<file path="src/rtl/hazard_ctrl.sv">
// Pipeline hazard controller: load-use stalls, branch flush, memory freeze and ALU operand forwarding.
// Optional feature macro HAZARD_FWD_EN: when defined, forwarding is enabled; when undefined, every RAW hazard stalls instead.
module hazard_ctrl #(
  parameter int REG_AW   = 5,
  parameter int LOAD_LAT = 1,
  parameter int PERF_W   = 16
) (
  input  logic              i_clk,
  input  logic              i_rst,
  input  logic [REG_AW-1:0] i_ifid_rs1,
  input  logic [REG_AW-1:0] i_ifid_rs2,
  input  logic              i_ifid_use_rs1,
  input  logic              i_ifid_use_rs2,
  input  logic [REG_AW-1:0] i_idex_rs1,
  input  logic [REG_AW-1:0] i_idex_rs2,
  input  logic [REG_AW-1:0] i_idex_rd,
  input  logic              i_idex_reg_write,
  input  logic              i_idex_mem_to_reg,
  input  logic [REG_AW-1:0] i_exmem_rd,
  input  logic              i_exmem_reg_write,
  input  logic [REG_AW-1:0] i_memwb_rd,
  input  logic              i_memwb_reg_write,
  input  logic              i_branch_taken,
  input  logic              i_mem_busy,
  output logic              o_stall_if,
  output logic              o_stall_id,
  output logic              o_bubble_ex,
  output logic              o_flush_id,
  output logic              o_freeze,
  output logic [1:0]        o_fwd_a,
  output logic [1:0]        o_fwd_b,
  output logic [1:0]        o_state,
  output logic [PERF_W-1:0] o_stall_cycles
);

  typedef enum logic [1:0] {
    RUN        = 2'b00,
    LOAD_STALL = 2'b01,
    MEM_WAIT   = 2'b10
  } state_t;

  localparam logic [2:0] LAT_M1 = 3'(LOAD_LAT - 1);

  state_t            state_r, state_n, saved_r, saved_n;
  logic [2:0]        cnt_r, cnt_n;
  logic [PERF_W-1:0] perf_r;
  logic              load_hz, raw_hz;
  logic [1:0]        fwd_a, fwd_b;

  // Writer-to-source match; register 0 is hard-wired and never a dependency.
  function automatic logic dep(input logic wr, input logic [REG_AW-1:0] rd,
                               input logic [REG_AW-1:0] src);
    return wr && (rd != {REG_AW{1'b0}}) && (rd == src);
  endfunction

  always_comb begin
    load_hz = i_idex_mem_to_reg &&
              ((i_ifid_use_rs1 && dep(i_idex_reg_write, i_idex_rd, i_ifid_rs1)) ||
               (i_ifid_use_rs2 && dep(i_idex_reg_write, i_idex_rd, i_ifid_rs2)));
  end

`ifdef HAZARD_FWD_EN
  // EX/MEM wins over MEM/WB because it holds the younger result.
  always_comb begin
    raw_hz = 1'b0;
    fwd_a  = 2'b00;
    fwd_b  = 2'b00;
    if (dep(i_exmem_reg_write, i_exmem_rd, i_idex_rs1)) begin
      fwd_a = 2'b01;
    end else if (dep(i_memwb_reg_write, i_memwb_rd, i_idex_rs1)) begin
      fwd_a = 2'b10;
    end else begin
      fwd_a = 2'b00;
    end
    if (dep(i_exmem_reg_write, i_exmem_rd, i_idex_rs2)) begin
      fwd_b = 2'b01;
    end else if (dep(i_memwb_reg_write, i_memwb_rd, i_idex_rs2)) begin
      fwd_b = 2'b10;
    end else begin
      fwd_b = 2'b00;
    end
  end
`else
  logic unused_fwd_srcs;
  assign unused_fwd_srcs = ^{i_idex_rs1, i_idex_rs2};

  // Without bypass paths any in-flight writer of a used source stalls decode.
  always_comb begin
    fwd_a  = 2'b00;
    fwd_b  = 2'b00;
    raw_hz = (i_ifid_use_rs1 && (dep(i_idex_reg_write, i_idex_rd, i_ifid_rs1) ||
                                 dep(i_exmem_reg_write, i_exmem_rd, i_ifid_rs1) ||
                                 dep(i_memwb_reg_write, i_memwb_rd, i_ifid_rs1))) ||
             (i_ifid_use_rs2 && (dep(i_idex_reg_write, i_idex_rd, i_ifid_rs2) ||
                                 dep(i_exmem_reg_write, i_exmem_rd, i_ifid_rs2) ||
                                 dep(i_memwb_reg_write, i_memwb_rd, i_ifid_rs2)));
  end
`endif

  // Priority: reset, memory freeze, branch flush, then per-state stall handling.
  always_comb begin
    o_stall_if  = 1'b0;
    o_stall_id  = 1'b0;
    o_bubble_ex = 1'b0;
    o_flush_id  = 1'b0;
    o_freeze    = 1'b0;
    o_fwd_a     = 2'b00;
    o_fwd_b     = 2'b00;
    state_n     = state_r;
    saved_n     = saved_r;
    cnt_n       = cnt_r;
    if (i_rst) begin
      state_n = RUN;
      saved_n = RUN;
      cnt_n   = 3'd0;
    end else if (i_mem_busy) begin
      o_freeze = 1'b1;
      state_n  = MEM_WAIT;
      if (state_r != MEM_WAIT) begin
        saved_n = state_r;
      end else begin
        saved_n = saved_r;
      end
    end else if (i_branch_taken) begin
      o_fwd_a     = fwd_a;
      o_fwd_b     = fwd_b;
      o_flush_id  = 1'b1;
      o_bubble_ex = 1'b1;
      cnt_n       = 3'd0;
      state_n     = RUN;
    end else begin
      o_fwd_a = fwd_a;
      o_fwd_b = fwd_b;
      case (state_r)
        MEM_WAIT: begin
          state_n = saved_r;
        end
        LOAD_STALL: begin
          o_stall_if  = 1'b1;
          o_stall_id  = 1'b1;
          o_bubble_ex = 1'b1;
          cnt_n       = cnt_r - 3'd1;
          if (cnt_r <= 3'd1) begin
            state_n = RUN;
          end else begin
            state_n = LOAD_STALL;
          end
        end
        default: begin
          state_n = RUN;
          if (load_hz || raw_hz) begin
            o_stall_if  = 1'b1;
            o_stall_id  = 1'b1;
            o_bubble_ex = 1'b1;
            if (load_hz && (LOAD_LAT > 1)) begin
              state_n = LOAD_STALL;
              cnt_n   = LAT_M1;
            end else begin
              state_n = RUN;
            end
          end else begin
            state_n = RUN;
          end
        end
      endcase
    end
  end

  // State, remaining-bubble counter, pre-freeze state and saturating stall counter.
  always_ff @(posedge i_clk) begin
    if (i_rst) begin
      state_r <= RUN;
      saved_r <= RUN;
      cnt_r   <= 3'd0;
      perf_r  <= {PERF_W{1'b0}};
    end else begin
      state_r <= state_n;
      saved_r <= saved_n;
      cnt_r   <= cnt_n;
      if ((o_stall_id || o_freeze) && (perf_r != {PERF_W{1'b1}})) begin
        perf_r <= perf_r + PERF_W'(1);
      end
    end
  end

  assign o_state        = state_r;
  assign o_stall_cycles = perf_r;

endmodule

</file>
<file path="config.mk">
export PLATFORM = sky130hd
export DESIGN_NAME = hazard_ctrl
export DESIGN_NICKNAME = d
export VERILOG_FILES = /design/src/rtl/hazard_ctrl.sv
export SDC_FILE = /design/constraint.sdc
export NUM_CORES = 1
export LEC_CHECK = 0
export CORE_UTILIZATION = 46
export DETAILED_ROUTE_END_ITERATION = 6
export GPL_ROUTABILITY_DRIVEN = 0
export GPL_TIMING_DRIVEN = 0
export PLACE_DENSITY = 0.86
export SYNTH_ARGS = -nofsm -noshare
export SYNTH_HDL_FRONTEND = slang
export SYNTH_SLANG_ARGS = --single-unit
</file>
<file path="constraint.sdc">
create_clock -name i_clk -period 7.52 [get_ports i_clk]
set_input_delay 2.256 -clock i_clk [delete_from_list [all_inputs] [get_ports i_clk]]
set_output_delay 2.256 -clock i_clk [all_outputs]
set_load 0.05 [all_outputs]
</file>
After elaboration in Yosys (flattened, before gate mapping)
Cells that the tools add are included.
{"block": "op_classes", "order_cmp": 1, "n_reduce_logical": 30, "addsub": 2, "n_mux": 19, "bitwise_logic": 1, "n_eq_ne": 10}
{"op": "$eq 5x5->1", "n": 6}
{"op": "$add 16x1->16 const B", "n": 1}
{"op": "$ne 16x16->1 const B", "n": 1}
{"op": "$logic_and 1x1->1", "n": 15}
{"op": "$reduce_bool 5->1", "n": 3}
{"op": "$mux 1", "n": 13}
{"op": "$logic_or 1x1->1", "n": 8}
{"op": "$mux 3", "n": 2}
{"op": "$mux 2", "n": 2}
{"op": "$pmux 2 s2", "n": 1}
{"op": "$reduce_and 2->1", "n": 2}
{"op": "$le 3x1->1 const B", "n": 1}
{"op": "$reduce_or 3->1", "n": 1}
{"op": "$sub 3x1->3 const B", "n": 1}
{"op": "$eq 2x1->1 const B", "n": 1}
{"op": "$eq 2x2->1 const B", "n": 1}
{"op": "$ne 2x2->1 const B", "n": 1}
{"op": "$pmux 1 s2", "n": 1}
{"op": "$reduce_bool 2->1", "n": 1}
{"op": "$not 1->1", "n": 1}
{"block": "totals", "input_bits": 45, "regBits": 23}

Logic depth before layout (Yosys ltp)
{"block": "logic_depth", "depth_word": 15, "depth_mapped": 8}

Worst setup path before layout
No wires, ideal clock.
{"block": "synth_path", "path_kind": "input -> output", "from": "in i_ifid_rs2[1]", "to": "out o_stall_if", "slack_ns": 0.355, "arrival_ns": 4.909, "t_required_ns": 5.264, "n_path_buf": 1, "path_stages": 8, "path_cell_list": "xnor2_1 -> nand4_1 -> o22ai_1 -> a32oi_2 -> nand3_1 -> nand2_1 -> nor4_1 -> buf_4"}
{"block": "synth_via", "elab_chain_cells": 12, "elab_cells_between_ends": 19, "cone_classes": "eq/ne: 3; mux: 5; reduce/logical: 11"}
{"item": "start: declaration", "line_no": "11", "text": "input logic [REG_AW-1:0] i_ifid_rs2,"}
{"item": "$eq 5x5->1", "line_no": "53", "text": "return wr && (rd != {REG_AW{1'b0}}) && (rd == src);"}
{"item": "$logic_and 1x1->1", "line_no": "53"}
{"item": "$logic_or 1x1->1", "line_no": "94", "text": "(i_ifid_use_rs2 && (dep(i_idex_reg_write, i_idex_rd, i_ifid_rs2) ||"}
{"item": "$logic_or 1x1->1", "line_no": "95", "text": "dep(i_exmem_reg_write, i_exmem_rd, i_ifid_rs2) ||"}
{"item": "$logic_and 1x1->1", "line_no": "94"}
{"item": "$logic_or 1x1->1", "line_no": "93", "text": "dep(i_memwb_reg_write, i_memwb_rd, i_ifid_rs1))) ||"}
{"item": "$logic_or 1x1->1 (*)", "line_no": "151", "text": "if (load_hz || raw_hz) begin"}
{"item": "$mux 1 (*)"}
{"item": "$pmux 1 s2 (*)"}
{"item": "$mux 1 (*) (3 in a row)"}
{"item": "end: declaration", "line_no": "25", "text": "output logic o_stall_if,"}
Mark *: on every way between the ends. The rest lies on a longest branch, timed or not.

Worst setup path in the final report
{"block": "layout_path", "from": "in i_ifid_rs1[4]", "to": "out o_stall_if"}
{"block": "layout_via", "elab_chain_cells": 12, "elab_cells_between_ends": 19, "cone_classes": "eq/ne: 3; mux: 5; reduce/logical: 11"}
{"item": "start: declaration", "line_no": "10", "text": "input logic [REG_AW-1:0] i_ifid_rs1,"}
{"item": "$eq 5x5->1", "line_no": "53"}
{"item": "$logic_and 1x1->1", "line_no": "53"}
{"item": "$logic_or 1x1->1", "line_no": "91", "text": "raw_hz = (i_ifid_use_rs1 && (dep(i_idex_reg_write, i_idex_rd, i_ifid_rs1) ||"}
{"item": "$logic_or 1x1->1", "line_no": "92", "text": "dep(i_exmem_reg_write, i_exmem_rd, i_ifid_rs1) ||"}
{"item": "$logic_and 1x1->1", "line_no": "91"}
{"item": "$logic_or 1x1->1", "line_no": "93"}
{"item": "$logic_or 1x1->1 (*)", "line_no": "151"}
{"item": "$mux 1 (*)", "line_no": "151"}
{"item": "$pmux 1 s2 (*)", "line_no": "134", "text": "case (state_r)"}
{"item": "$mux 1 (*)", "line_no": "124", "text": "end else if (i_branch_taken) begin"}
{"item": "$mux 1 (*)", "line_no": "116", "text": "end else if (i_mem_busy) begin"}
{"item": "$mux 1 (*)", "line_no": "112", "text": "if (i_rst) begin"}
Marked as above.

==> impl_summary.log <==
INFO  metric outcome = finished, final reports clean
INFO  metric clkSlewWorstSetupHoldPaths = 0.12 ns
INFO  metric antennaDiodeCount = 0
INFO  metric synth_top_family_by_area = simple AND/OR/NAND/NOR gates
INFO  metric grt_pass1_wl = roughly 7500 microns
INFO  metric layout_worst_path_cycle_share = 95.0%
INFO  metric setup_viol = 0
INFO  metric cts_root_buffer = sky130_fd_sc_hd__clkbuf_4
INFO  metric antenna_violations_before_repair = 0
INFO  metric drt-vias-per-instance = roughly 5.6
INFO  metric io_buffers = 55
INFO  metric timing.critical_path.required = 5.26 ns
INFO  metric pin_count_of_the_biggest_net_entering_global_routing = 13
INFO  metric finish.net_count = about 320
INFO  metric rsz0062_at_grt = false
INFO  metric routed-via-count = 1784
INFO  metric period_minus_slack = 7.15 ns
INFO  metric yosys-top-cells-area = sky130_fd_sc_hd__dfxtp_1 27%, sky130_fd_sc_hd__xnor2_1 16%, sky130_fd_sc_hd__a21oi_1 5.3%, sky130_fd_sc_hd__nand2_1 4.0%, sky130_fd_sc_hd__nand4_1 3.3%
INFO  metric ctsResizeCount = 0
INFO  metric die_h = about 63 microns
INFO  metric htree_levels = 1
INFO  metric drtAntennaViolNets = 0
INFO  metric worst_setup_path_startpoint = i_ifid_rs1[4]
INFO  metric place.detailed.hpwl = approximately 3600 microns
INFO  metric timing_max_transition_violations_final = 0
INFO  metric maximum_clock_path_buffer_count = 2
INFO  metric dr.pass1.iters = 4
INFO  metric regToRegEndpoint = o_stall_cycles[11]$_SDFFE_PP0P_
INFO  metric cp_cell_sequence = clkdlybuf4s50_1, xnor2_1, nand4_1, o22ai_1, o211ai_1, nand3_1, nand2_1, nor4_1, buf_4, clkdlybuf4s50_1
INFO  metric maxSlewHeadroom = 66.6%
INFO  metric postRouteWirelength = 4400 microns
INFO  metric fillCellCount = 287
INFO  metric numCtsBuffers = 3
INFO  metric die_width = ~63 microns
INFO  metric count_of_flip_flops_with_a_built_in_enable_after_synthesis = 0
INFO  metric dr.first_iter.drc_count = 100
INFO  metric final.setup_skew = approximately 0.0021 ns
INFO  metric postSynth.asyncResetShare = 0%
INFO  metric cts_tree = built
INFO  metric power_density = 113 nW/um^2
INFO  metric final.setup.tns = 0 ns
INFO  metric remaining_drc_errors = 0
INFO  metric std_cell_rows = 21
INFO  metric ir_worst_vdd = 0.0912 mV
INFO  metric power_frac_comb = 30.5%
INFO  metric crit_end = o_stall_if
INFO  metric route.detailed.wl_per_inst = 13.8 microns
INFO  metric synth-simple-area-share = 24.9%
INFO  metric critPathSlowestCell = sky130_fd_sc_hd__clkdlybuf4s50_1
INFO  metric overflow = 0
INFO  metric yosys.area_share.adder = 2.97%
INFO  metric worstReg2RegStart = o_stall_cycles[3]$_SDFFE_PP0P_
INFO  metric yosys_warnings = 0
INFO  metric synth.area.mux_share = 1.34%
INFO  metric cts.hold.buffers_added = 0
INFO  metric min_path_type = flop to flop
INFO  metric setup.worst_path.start_class = input pin
INFO  metric core_area = 3420 sq um
INFO  metric critical-path-top-delay-family = buffers and inverters
INFO  metric cp_data_arrival_time = 4.89 ns
INFO  metric placed_area = between 2000 and 2500 sq um
INFO  metric grt_util_all_layers = 23.7%
INFO  metric cts_num_sinks = 23
INFO  metric power = 0.263 mW
INFO  metric yosys_most_used_dff = sky130_fd_sc_hd__dfxtp_1
INFO  metric synth.ff_latch_count = 23
INFO  metric power_frac_seq = 47.2%
INFO  metric fp.dieArea = 3910 sq um
INFO  metric leakage_power = 0.778 nW
INFO  metric power_switching = 0.0817 mW
INFO  metric worst-r2r-cell-count = 7
INFO  metric synthCells = 211
INFO  metric post_route_cells_drive_above_1_share = about 6.6%
INFO  metric initial_core_util = 49.3%
INFO  metric post_cts.repair.setup_buffers = 0
INFO  metric post_synth.cell_area_avg = 7.99 sq um
INFO  metric clockPowerShare = 22.3%
INFO  metric worstSetupPathDepth = 10
INFO  metric synth_area = 1690 sq um
INFO  metric syn_to_final_growth = 38.3%
INFO  metric synth.most_common_cell = sky130_fd_sc_hd__xnor2_1
INFO  metric synth_cell_types = 44
INFO  metric layout.cell_area.non_filler = 2330 sq um
INFO  metric p_sw_share = 31.1%
INFO  metric synthXorXnorAreaFrac = 15.6%
INFO  metric critPathBufInv = 3
INFO  metric via_count_of_the_first_global_routing_pass = 1634
INFO  metric critical_path.max_fanout = 3
INFO  metric pin_count = 72
INFO  metric regToRegSetupSlack = 5.25 ns
INFO  metric ys_seq_area_share = 27.3%
INFO  metric final_core_util = 68.2%
INFO  metric achievable-frequency = 140 MHz
INFO  metric synth_top_area_share = between 20% and 30%
INFO  metric netlist.top_cell.by_area = sky130_fd_sc_hd__dfxtp_1
INFO  metric cp-end-kind = primary output
INFO  metric post_layout_nonfiller_instances = roughly 320
INFO  metric timing.max_cap.violations = 0
INFO  metric critical_path_type = input pin to primary output
INFO  metric ys_top_cells_by_count = 30 x sky130_fd_sc_hd__xnor2_1, 23 x sky130_fd_sc_hd__dfxtp_1, 18 x sky130_fd_sc_hd__a21oi_1, 18 x sky130_fd_sc_hd__nand2_1, 13 x sky130_fd_sc_hd__nor2_1
INFO  metric dpl.cell_count = ~320
INFO  metric internal-power = 0.181 mW
INFO  metric cp_slowest_stage_delay = 0.78 ns
INFO  metric worst_pin_slew = 0.499 ns
INFO  metric synth_compound_area_share = 21.2%
INFO  metric hold_viol_final = 0
INFO  metric critical_path.most_common_cell = sky130_fd_sc_hd__clkdlybuf4s50_1
INFO  metric clock_latency = 0.32 ns
-- state kept, by name, summed over array words and instances (netlist names) --
signal	count
o_state	2
cnt_r	3
saved_r	2
o_stall_cycles	16
-- power groups by stage --
stage          registers, mW  clock network [mW]  logic [mW]
5_1_grt                0.125              0.0659      0.0866
3_3_place_gp           0.127                   0      0.0786
4_1_cts                0.124              0.0602      0.0801
2_1_floorplan          0.130                   0      0.0425
3_5_place_dp           0.127                   0      0.0800
6_report               0.124              0.0587      0.0801
-- area by class of cell --
type	count	area, sq um	area share, %
Tap cell	46	57.6	2.47
Timing Repair Buffer	55	551	23.6
Sequential cell	23	460	19.8
Buffer	12	72.6	3.11
Clock buffer	4	26.3	1.13
Multi-Input combinational cell	169	1130	48.3
Inverter	10	37.5	1.61
-- cells by family after synthesis --
family | Yosys count
AOI/OAI and AO/OA | 53
and+or+nand+nor | 76
xor gates and xnor gates | 30
adders and majority gates | 4
buffers and inverters | 22
other | 1
DFF | 23
muxes | 2
-- worst min-delay path by stage --
stage / start / depth (start not counted) / end
after global placement: saved_r[0]$_SDFFE_PP0P_ / 2 / o_state[0]$_SDFF_PP0_
after detailed placement: saved_r[0]$_SDFFE_PP0P_ / 2 / o_state[0]$_SDFF_PP0_
after global routing: saved_r[0]$_SDFFE_PP0P_ / 2 / o_state[0]$_SDFF_PP0_
final: saved_r[0]$_SDFFE_PP0P_ / 2 / o_state[0]$_SDFF_PP0_
after floorplan: saved_r[0]$_SDFFE_PP0P_ / 2 / o_state[0]$_SDFF_PP0_
after CTS: saved_r[0]$_SDFFE_PP0P_ / 2 / o_state[0]$_SDFF_PP0_
-- layout by cell type, fill, tap and decap left out, types with 2 or more instances in the layout --
cell | netlist | final
sky130_fd_sc_hd__nand2_1 | 18 | 18
sky130_fd_sc_hd__ha_1 | 4 | 4
sky130_fd_sc_hd__o311ai_0 | 2 | 2
sky130_fd_sc_hd__nand3_1 | 9 | 9
sky130_fd_sc_hd__clkbuf_4 | 0 | 3
sky130_fd_sc_hd__inv_1 | 10 | 10
sky130_fd_sc_hd__nor3_1 | 2 | 2
sky130_fd_sc_hd__o21a_1 | 3 | 3
sky130_fd_sc_hd__mux2_1 | 2 | 2
sky130_fd_sc_hd__and3_1 | 4 | 4
sky130_fd_sc_hd__o41ai_1 | 3 | 3
sky130_fd_sc_hd__or3_1 | 5 | 5
sky130_fd_sc_hd__clkbuf_1 | 3 | 4
sky130_fd_sc_hd__or4_1 | 3 | 3
sky130_fd_sc_hd__o21ai_1 | 2 | 2
sky130_fd_sc_hd__clkdlybuf4s50_1 | 0 | 55
sky130_fd_sc_hd__a41oi_1 | 2 | 2
sky130_fd_sc_hd__nor2_1 | 13 | 13
sky130_fd_sc_hd__nand4_1 | 9 | 9
sky130_fd_sc_hd__a21oi_1 | 18 | 18
sky130_fd_sc_hd__o22ai_1 | 3 | 3
sky130_fd_sc_hd__dfxtp_1 | 23 | 23
sky130_fd_sc_hd__o31a_1 | 2 | 2
sky130_fd_sc_hd__conb_1 | 1 | 4
sky130_fd_sc_hd__buf_4 | 7 | 7
sky130_fd_sc_hd__nor4_1 | 4 | 4
sky130_fd_sc_hd__o21ai_0 | 10 | 10
sky130_fd_sc_hd__xnor2_1 | 30 | 30
sky130_fd_sc_hd__or4b_1 | 2 | 2
-- stage by stage --
| step | hold slack (ns) | setup WS (ns) |
|---|---|---|
| floorplan | 0.424 | 0.355 |
| global placement | 0.450 | 0.422 |
| detailed placement | 0.454 | 0.344 |
| CTS | 0.465 | 0.346 |
| global route | 0.487 | 0.191 |
| finish | 0.479 | 0.374 |
-- layer usage --
layer | part of all wire (%) | up-vias | track usage [%]
li1 | - | 899 | -
met1 | 47 | 840 | 30.7
met4 | 1.2 | 0 | 8.72
met3 | 3.5 | 7 | 4.20
met5 | 0 | - | 0
met2 | 49 | 38 | 39.0
-- worst register-to-register path, cell delays in order (launching register included) --
cell and delay (ns):
sky130_fd_sc_hd__dfxtp_1 0.44, sky130_fd_sc_hd__and4_1 0.32, sky130_fd_sc_hd__nand4_2 0.17, sky130_fd_sc_hd__nor3_2 0.34, sky130_fd_sc_hd__a41o_2 0.33, sky130_fd_sc_hd__nor2_1 0.11, sky130_fd_sc_hd__nor4b_2 0.17, sky130_fd_sc_hd__mux2_1 0.30
Note: power is estimated with default switching activity, not from simulation.
